### config.mk
export PLATFORM = sky130hd
export DESIGN_NAME = d_card_driver_flat
export DESIGN_NICKNAME = d
export VERILOG_FILES = /design/src/rtl/d_card_driver_pkg.sv /design/src/rtl/d_card_driver_if.sv /design/src/rtl/crc16.sv /design/src/rtl/d_card_driver.sv /design/src/flat_wrapper.sv
export SDC_FILE = /design/constraint.sdc
export NUM_CORES = 1
export LEC_CHECK = 0
export CAP_MARGIN = 20
export CORE_ASPECT_RATIO = 0.5
export CORE_MARGIN = 2
export CORE_UTILIZATION = 30
export CTS_BUF_LIST = sky130_fd_sc_hd__clkbuf_16
export DETAILED_ROUTE_END_ITERATION = 16
export PLACE_DENSITY = 0.44
export SETUP_SLACK_MARGIN = 0.2
export SLEW_MARGIN = 20
export SYNTH_ARGS = -nofsm -noshare
export SYNTH_HDL_FRONTEND = slang
export SYNTH_HIERARCHICAL = 1
export SYNTH_SLANG_ARGS = --single-unit
### constraint.sdc
create_clock -name iclk -period 2.98 [get_ports iclk]
set_input_delay 0.894 -clock iclk [delete_from_list [all_inputs] [get_ports iclk]]
set_output_delay 0.894 -clock iclk [all_outputs]
set_load 0.02 [all_outputs]
### src/rtl/d_card_driver_pkg.sv
// Shared definitions for the card-side SD data-line engine: states, block
// geometry, CRC status tokens and the CCITT polynomial.
package d_card_driver_pkg;

  localparam int          BLOCK_NIBBLES = 1024;
  localparam int          CRC_LEN       = 16;
  localparam logic [2:0]  TOKEN_OK      = 3'b010;
  localparam logic [2:0]  TOKEN_ERR     = 3'b101;
  localparam logic [15:0] CRC_POLY      = 16'h1021;

  typedef enum logic [3:0] {
    IDLE,
    TX_START,
    TX_DATA,
    TX_CRC,
    TX_END,
    RX_WAIT,
    RX_DATA,
    RX_CRC,
    RX_END,
    NWR,
    TOKEN,
    BUSY
  } state_t;

endpackage

### src/rtl/d_card_driver_if.sv
// Block-RAM port between the data-line engine (master) and the RAM (slave).
interface d_card_driver_if #(
  parameter int AW = 10
);
  logic [AW-1:0] oaddr;
  logic [3:0]    irdata;
  logic [3:0]    owdata;
  logic          owrite_en;

  modport master (output oaddr, output owdata, output owrite_en, input irdata);
  modport slave  (input oaddr, input owdata, input owrite_en, output irdata);
endinterface

### src/rtl/crc16.sv
// Serial CCITT CRC16 for one SD data line, zero seed; unload shifts the
// remainder out MSB first on ocrc_msb.
module crc16 (
  input  logic iclk,
  input  logic irst,
  input  logic iclear,
  input  logic ienable,
  input  logic ishift,
  input  logic idin,
  output logic ocrc_msb
);
  import d_card_driver_pkg::*;

  logic [15:0] crc;

  always_ff @(posedge iclk or posedge irst) begin
    if (irst) begin
      crc <= '0;
    end else if (iclear) begin
      crc <= '0;
    end else if (ienable) begin
      crc <= {crc[14:0], 1'b0} ^ ((idin ^ crc[15]) ? CRC_POLY : 16'h0000);
    end else if (ishift) begin
      crc <= {crc[14:0], 1'b0};
    end
  end

  assign ocrc_msb = crc[15];

endmodule

### src/rtl/d_card_driver.sv
// Card-side SD 4-bit data engine: streams a RAM block to the host on reads and
// receives, CRC-checks and acknowledges a block from the host on writes.
module d_card_driver #(
  parameter int BLOCK_NIBBLES = d_card_driver_pkg::BLOCK_NIBBLES,
  parameter int CRC_LEN       = d_card_driver_pkg::CRC_LEN
) (
  input  logic                   iclk,
  input  logic                   irst,
  input  logic [3:0]             idata_sd,
  output logic [3:0]             odata_sd,
  output logic                   ooe,
  input  logic                   iread_start,
  input  logic                   iwrite_start,
  d_card_driver_if.master        ram,
  input  logic                   ibusy_release,
  output logic                   ocrc_fail,
  output logic                   odone
);
  import d_card_driver_pkg::*;

  localparam int CW = $clog2(BLOCK_NIBBLES) + 1;
  localparam int AW = CW - 1;

  state_t        state, next_state;
  logic [CW-1:0] cnt, cnt_next;
  logic [3:0]    sd_q;
  logic [3:0]    crc_msb;
  logic [3:0]    crc_din;
  logic          crc_clear, crc_en, crc_shift;
  logic          fail_set, fail_clr;
  logic [4:0]    tok_seq;

  always_ff @(posedge iclk or posedge irst) begin
    if (irst) begin
      state <= IDLE;
      cnt   <= '0;
      sd_q  <= 4'hF;
    end else begin
      state <= next_state;
      cnt   <= cnt_next;
      sd_q  <= idata_sd;
    end
  end

  // The status token carries the CRC verdict, framed by a start and end bit.
  assign tok_seq = {1'b0, (ocrc_fail ? TOKEN_ERR : TOKEN_OK), 1'b1};

  always_comb begin
    next_state    = state;
    cnt_next      = cnt;
    odata_sd      = 4'hF;
    ooe           = 1'b0;
    ram.oaddr     = cnt[AW-1:0];
    ram.owdata    = 4'h0;
    ram.owrite_en = 1'b0;
    crc_clear     = 1'b0;
    crc_en        = 1'b0;
    crc_shift     = 1'b0;
    crc_din       = 4'h0;
    fail_set      = 1'b0;
    fail_clr      = 1'b0;
    case (state)
      IDLE: begin
        crc_clear = 1'b1;
        cnt_next  = '0;
        if (iread_start) begin
          next_state = TX_START;
          fail_clr   = 1'b1;
        end else if (iwrite_start) begin
          next_state = RX_WAIT;
          fail_clr   = 1'b1;
        end
      end
      TX_START: begin
        ooe        = 1'b1;
        odata_sd   = 4'h0;
        crc_clear  = 1'b1;
        cnt_next   = CW'(1);
        next_state = TX_DATA;
      end
      // Address runs one ahead of the driven nibble to cover the RAM latency.
      TX_DATA: begin
        ooe      = 1'b1;
        odata_sd = ram.irdata;
        crc_en   = 1'b1;
        crc_din  = ram.irdata;
        cnt_next = cnt + CW'(1);
        if (cnt == CW'(BLOCK_NIBBLES)) begin
          next_state = TX_CRC;
          cnt_next   = '0;
        end
      end
      TX_CRC: begin
        ooe       = 1'b1;
        odata_sd  = crc_msb;
        crc_shift = 1'b1;
        cnt_next  = cnt + CW'(1);
        if (cnt == CW'(CRC_LEN - 1)) begin
          next_state = TX_END;
          cnt_next   = '0;
        end
      end
      TX_END: begin
        ooe        = 1'b1;
        odata_sd   = 4'hF;
        next_state = IDLE;
      end
      RX_WAIT: begin
        crc_clear = 1'b1;
        if (sd_q == 4'h0) begin
          next_state = RX_DATA;
          cnt_next   = '0;
        end
      end
      RX_DATA: begin
        ram.owrite_en = 1'b1;
        ram.owdata    = sd_q;
        crc_en        = 1'b1;
        crc_din       = sd_q;
        cnt_next      = cnt + CW'(1);
        if (cnt == CW'(BLOCK_NIBBLES - 1)) begin
          next_state = RX_CRC;
          cnt_next   = '0;
        end
      end
      RX_CRC: begin
        crc_shift = 1'b1;
        fail_set  = (sd_q != crc_msb);
        cnt_next  = cnt + CW'(1);
        if (cnt == CW'(CRC_LEN - 1)) begin
          next_state = RX_END;
          cnt_next   = '0;
        end
      end
      RX_END: begin
        fail_set   = (sd_q != 4'hF);
        next_state = NWR;
      end
      NWR: begin
        cnt_next = cnt + CW'(1);
        if (cnt == CW'(1)) begin
          next_state = TOKEN;
          cnt_next   = '0;
        end
      end
      TOKEN: begin
        ooe      = 1'b1;
        odata_sd = {3'b111, tok_seq[3'd4 - cnt[2:0]]};
        cnt_next = cnt + CW'(1);
        if (cnt == CW'(4)) begin
          next_state = ocrc_fail ? IDLE : BUSY;
          cnt_next   = '0;
        end
      end
      // cnt[0] marks that the release was seen; one D0-high cycle follows.
      BUSY: begin
        ooe = 1'b1;
        if (cnt[0]) begin
          odata_sd   = 4'hF;
          next_state = IDLE;
        end else begin
          odata_sd = 4'hE;
          if (ibusy_release) begin
            cnt_next = CW'(1);
          end
        end
      end
      default: begin
        next_state = IDLE;
      end
    endcase
  end

  always_ff @(posedge iclk or posedge irst) begin
    if (irst) begin
      ocrc_fail <= 1'b0;
      odone     <= 1'b0;
    end else begin
      if (fail_clr) begin
        ocrc_fail <= 1'b0;
      end else if (fail_set) begin
        ocrc_fail <= 1'b1;
      end
      odone <= (state != IDLE) && (next_state == IDLE);
    end
  end

  for (genvar i = 0; i < 4; i++) begin : g_line_crc
    crc16 u_crc (
      .iclk     (iclk),
      .irst     (irst),
      .iclear   (crc_clear),
      .ienable  (crc_en),
      .ishift   (crc_shift),
      .idin     (crc_din[i]),
      .ocrc_msb (crc_msb[i])
    );
  end

endmodule
### src/flat_wrapper.sv
// flat-port wrapper written by rule: the top's interface ports become plain ports
module d_card_driver_flat import d_card_driver_pkg::*;
#(
  parameter int BLOCK_NIBBLES = d_card_driver_pkg::BLOCK_NIBBLES,
  parameter int CRC_LEN       = d_card_driver_pkg::CRC_LEN
)
  (iclk, irst, idata_sd, odata_sd, ooe, iread_start, iwrite_start, ibusy_release, ocrc_fail, odone, ram_oaddr, ram_owdata, ram_owrite_en, ram_irdata);
  d_card_driver_if ram_i ();
  input  logic iclk;
  input  logic irst;
  input  logic [3:0] idata_sd;
  output logic [3:0] odata_sd;
  output logic ooe;
  input  logic iread_start;
  input  logic iwrite_start;
  input  logic ibusy_release;
  output logic ocrc_fail;
  output logic odone;
  output wire logic [$bits(ram_i.oaddr)-1:0] ram_oaddr;
  output wire logic [$bits(ram_i.owdata)-1:0] ram_owdata;
  output wire logic [$bits(ram_i.owrite_en)-1:0] ram_owrite_en;
  input wire logic [$bits(ram_i.irdata)-1:0] ram_irdata;
  assign ram_oaddr = ram_i.oaddr;
  assign ram_owdata = ram_i.owdata;
  assign ram_owrite_en = ram_i.owrite_en;
  assign ram_i.irdata = ram_irdata;
  d_card_driver #(.BLOCK_NIBBLES(BLOCK_NIBBLES), .CRC_LEN(CRC_LEN)) u_core (.iclk(iclk), .irst(irst), .idata_sd(idata_sd), .odata_sd(odata_sd), .ooe(ooe), .iread_start(iread_start), .iwrite_start(iwrite_start), .ram(ram_i), .ibusy_release(ibusy_release), .ocrc_fail(ocrc_fail), .odone(odone));
endmodule
# == After elaboration in Yosys (flattened, before gate mapping) ==
# Cells that the tools add are included.
# classes
mux,55
n_bitwise,8
addsub,2
n_eq_ne,21
n_reduce_logical,14
n_lt_le_gt_ge,1
# ops
operator,count
$mux 16,12
$pmux 11 s9,1
$mux 11,8
$xor 16x13->16,4
$mux 13,4
$mux 4,12
$pmux 4 s11,1
$pmux 4 s5,1
$eq 4x3->1 const B,4
$eq 4x4->1 const B,4
$logic_not 4->1,3
$mux 1,12
$add 11x1->11 const B,1
$eq 11x1->1 const B,1
$eq 11x10->1 const B,1
$eq 11x11->1 const B,1
$eq 11x3->1 const B,1
$eq 11x4->1 const B,1
$reduce_bool 9->1,1
$eq 4x2->1 const B,2
$pmux 4 s2,1
$reduce_or 6->1,1
$eq 4x1->1 const B,1
$lt 3x4->1 const B,1
17 further kinds,22
# word_totals
elab_cells,111
output_inout_bits,22
ff_bits,85

# == Logic depth before layout (Yosys ltp) ==
# logic_depth
word_depth,7
ltp_mapped,9
ltp_nobuf,7

# == Cells and area by module ==
# Netlist, hierarchy kept.
# modules_own_cells
mod,cells_per_inst,n_inst,area_per_inst_um2
crc16,76,4,749.5
d_card_driver,230,1,1823.0

# == Worst setup path before layout ==
# No wires, ideal clock.
# synth_timing
path_type,register to register
startpoint,register u_core.state[0]
endpoint,register u_core.cnt[8]
slack_ps,521
stages_incl_launch_ff,7
setup_time_ps,87
required_ps,2893
t_arrival_ps,2373
path_buffers,1
cell_sequence,dfrtp_1 > buf_2 > nand2_1 > nor2_1 > a221o_1 > nor3_2 > o211ai_1
# synth_between
elab_chain_cells,4
# synth_rtl
item,line_no,source
"start, declared",d_card_driver.sv:24,"state_t state, next_state;"
"start signal, assigned",d_card_driver.sv:39,state <= next_state;
$eq 4x2->1 / $eq 4x3->1 (equally long branches),d_card_driver.sv:62,case (state)
$reduce_or 2->1 (no source line),-,
$reduce_bool 9->1 (no source line),-,
$reduce_and 4->1 (no source line),-,
"end signal, assigned",d_card_driver.sv:40,cnt <= cnt_next;
"end, declared",d_card_driver.sv:25,"logic [CW-1:0] cnt, cnt_next;"
# Several ways; a longest one is shown, not always the timed one.
# A chain may end at the register's enable or synchronous reset.

# == Final worst setup path ==
# layout_timing
startpoint,input ram_irdata[3]
endpoint,output odata_sd[3]
# layout_between
elab_chain_cells,1
# layout_rtl
item,line_no,source
"start, declared",flat_wrapper.sv:22,input wire logic [$bits(ram_i.irdata)-1:0] ram_irdata;
$pmux 4 s5,d_card_driver.sv:62,
"end, declared",flat_wrapper.sv:12,output logic [3:0] odata_sd;
# Every way passes these cells.

==> results.tsv <==
metric	value	unit
hold_class	flip-flop to flip-flop	
slew_headroom	0.451	
synthFlopType	dfrtp_1	
max_clock_freq	368	MHz
peakVddDrop	0.000411	V
worstSkewPairLatency	0.34	ns
syn_area	4820	um^2
final_common_cell	nand2_1	
grt_pass1_wl	19.7	mm
die_h	93.6	um
r2r_start	u_core/cnt[0]	
drt_iter0_markers	185	
syn_avg_cell_area	9.03	um^2
critPathKind	input pin to output pin	
power.density	993	nW/um^2
period_share	0.912	
synth_cell_types	61	
hold_buffers	0	
first_pass_iters	4	
synth_edf_count	0	
multi_input_area	2430	um^2
syn_inst	534	
synth-async-reset-ratio	1.00	
clock-root-buffer	clkbuf_16	
drive_above_1_share	0.124	
clockBufferDepth	2	
grt_pass1_vias	3676	
p_total	5.67	mW
hold_start	u_core/g_line_crc[2].u_crc/crc[8]	
reg2reg_to	u_core/cnt[10]	
seq_area	2130	um^2
crit_fanout	2	
via_per_inst	4.77	
maxSlewViolCount	0	
drc_errors	0	
gp_congestion	0.759	
postCtsSetupBuffers	0	
reg2regPathDepth	6	
reg2reg_slack	0.62	ns
final_hold_viol_count	0	
final_antenna_net_count	0	
grt_usage	0.145	
port_buffers	34	
min_to	u_core/g_line_crc[2].u_crc/crc[8]	
ys_ff_latch	85	
final_cell_mix	nand2_1 (93), dfrtp_1 (80), o21ai_0 (71), nand2b_1 (55), buf_4 (30)	
num_vias	3700	
critPathBufInv	2	
top_level_ports	35	
cts_buffers	9	
min_path_cells	2	
die_w	183	um
placed_area	5400	um^2
fillers	1585	
status	finished clean	
gr-total-overflow	0	
cp_slowest_cell	clkdlybuf4s50_1	
path_clk_slew	0.07	ns
die_area	17200	um^2
dpl_worst_slack	-0.0394	ns
syn-num-nets	551	
clock-sinks	85	
worst_setup_path_start_kind	input pin	
critPathCaptureType	output pin	
setup_ws	0.262	ns
fin_crit	2.72	ns
rows	32	
fin_skew	0.0123	ns
place.detailed.hpwl	7.73	mm
finalWirelength	11.3	mm
grt_max_degree	39	
synth_warnings	6	
wire_per_inst	14.6	um
crit_family	buffers and inverters	
tightestPinTransition	0.811	ns
area_growth	18.3	%
worstPathRequired	2.09	ns
h-tree-depth	3	
start_util	0.310	
fin_nets	584	
grt_setup_unrepaired	false	
diodes	0	
static-leakage-power	2.35	nW
critical_path_arrival	1.82	ns
coreArea	15600	um^2
crit_chain	clkdlybuf4s50_1 -> o2bb2ai_1 -> nand2_1 -> dlygate4sd2_1	
antenna_found_initial	0	
maxCapViolations	0	
final_area	5700	um^2
slowest_delay	0.42	ns
cts_tree	built	
finalSetupViolations	0	
yosysSeqAreaShare	0.442	
==> per-stage QoR <==
step,util,setup TNS (ns),hold slack (ns),instances
6_report,0.366,0,0.482,776
5_1_grt,0.366,0,0.509,776
4_1_cts,0.367,0,0.485,776
3_5_place_dp,0.347,-0.0699,0.471,760
3_3_place_gp,0.347,-0.0403,0.462,760
2_1_floorplan,-,0,0.450,534
==> timing repair <==
action	in CTS	in global routing
pin swaps	0	0
setup endpoints to repair	10	5
gates resized for setup	15	8
==> cell families after synthesis <==
logic type / share of synthesized area
AO/OA/AOI/OAI: 0.169
XOR/XNOR: 0.0317
adder cells (fa/ha/maj): 0.0104
buffers and inverters: 0.0594
flip-flops: 0.442
multiplexers: 0.00831
AND/OR/NAND/NOR: 0.279
==> power by group <==
| part | switching [mW] | leakage [nW] | total (mW) | internal, mW |
|---|---|---|---|---|
| clock | 0.497 | 0.143 | 1.15 | 0.655 |
| combinational | 1.70 | 1.06 | 2.81 | 1.11 |
| sequential | 0.220 | 1.15 | 1.70 | 1.48 |
==> cells in the mapped netlist (4+ instances only) <==
master | instances | share of area
and2_1 | 7 | 0.0091
inv_1 | 11 | 0.0086
buf_2 | 12 | 0.012
nor2b_1 | 7 | 0.0091
nand3b_1 | 5 | 0.0078
nor3_1 | 7 | 0.0073
xnor2_1 | 7 | 0.013
dfrtp_1 | 81 | 0.42
a211oi_1 | 10 | 0.016
a21o_1 | 6 | 0.0093
mux2i_1 | 4 | 0.0083
clkbuf_2 | 4 | 0.0042
o21ai_0 | 71 | 0.074
a31oi_1 | 6 | 0.0078
o31ai_1 | 6 | 0.0093
dfstp_2 | 4 | 0.022
nor2_1 | 24 | 0.019
xor2_2 | 4 | 0.013
nor3_4 | 4 | 0.013
clkbuf_1 | 6 | 0.0047
a32oi_1 | 4 | 0.0073
nand4bb_1 | 5 | 0.012
o211ai_1 | 7 | 0.011
nor4b_1 | 5 | 0.0091
buf_4 | 18 | 0.028
nand2b_1 | 55 | 0.071
nor4_1 | 4 | 0.0052
ha_1 | 4 | 0.010
nand2_1 | 93 | 0.072
nand3_1 | 6 | 0.0062
==> registers in the layout, indices dropped and copies added, names as in the netlist <==
register                     cells
u_core/ocrc_fail                 1
u_core/cnt                      11
u_core/odone                     1
u_core/sd_q                      4
u_core/g_line_crc.u_crc/crc     64
u_core/state                     4
==> worst max-delay path by stage <==
stage | start | endpoint | slack (ns) | cells after the start
4_1_cts | ram_irdata[0] | odata_sd[0] | 0.19 | 4
6_report | ram_irdata[3] | odata_sd[3] | 0.26 | 4
5_1_grt | ram_irdata[3] | odata_sd[3] | 0.21 | 4
2_1_floorplan | u_core/state[0] | u_core/cnt[8] | 0.52 | 6
3_3_place_gp | ram_irdata[0] | odata_sd[0] | -0.02 | 4
3_5_place_dp | ram_irdata[0] | odata_sd[0] | -0.04 | 4
==> tightest hold or removal path, cell delays in order (launching register included) <==
cell and delay [ns]:
dfrtp_1 0.34, nand2_1 0.04, o21ai_0 0.06
==> final cells by class <==
type | instances | share of cell area
Tap cell | 204 | 0.0447
Timing Repair Buffer | 64 | 0.0954
Sequential cell | 85 | 0.374
Inverter | 11 | 0.00724
Clock inverter | 7 | 0.0129
Multi-Input combinational cell | 396 | 0.426
Clock buffer | 9 | 0.0395
==> routing by layer <==
layer,up-vias,track usage,part of all wire
met5,-,0,0
met4,0,0.0353,0.0052
met3,4,0.0315,0.018
met2,25,0.226,0.44
met1,1756,0.206,0.53
li1,1915,-,-
(Power assumes the default switching activity.)
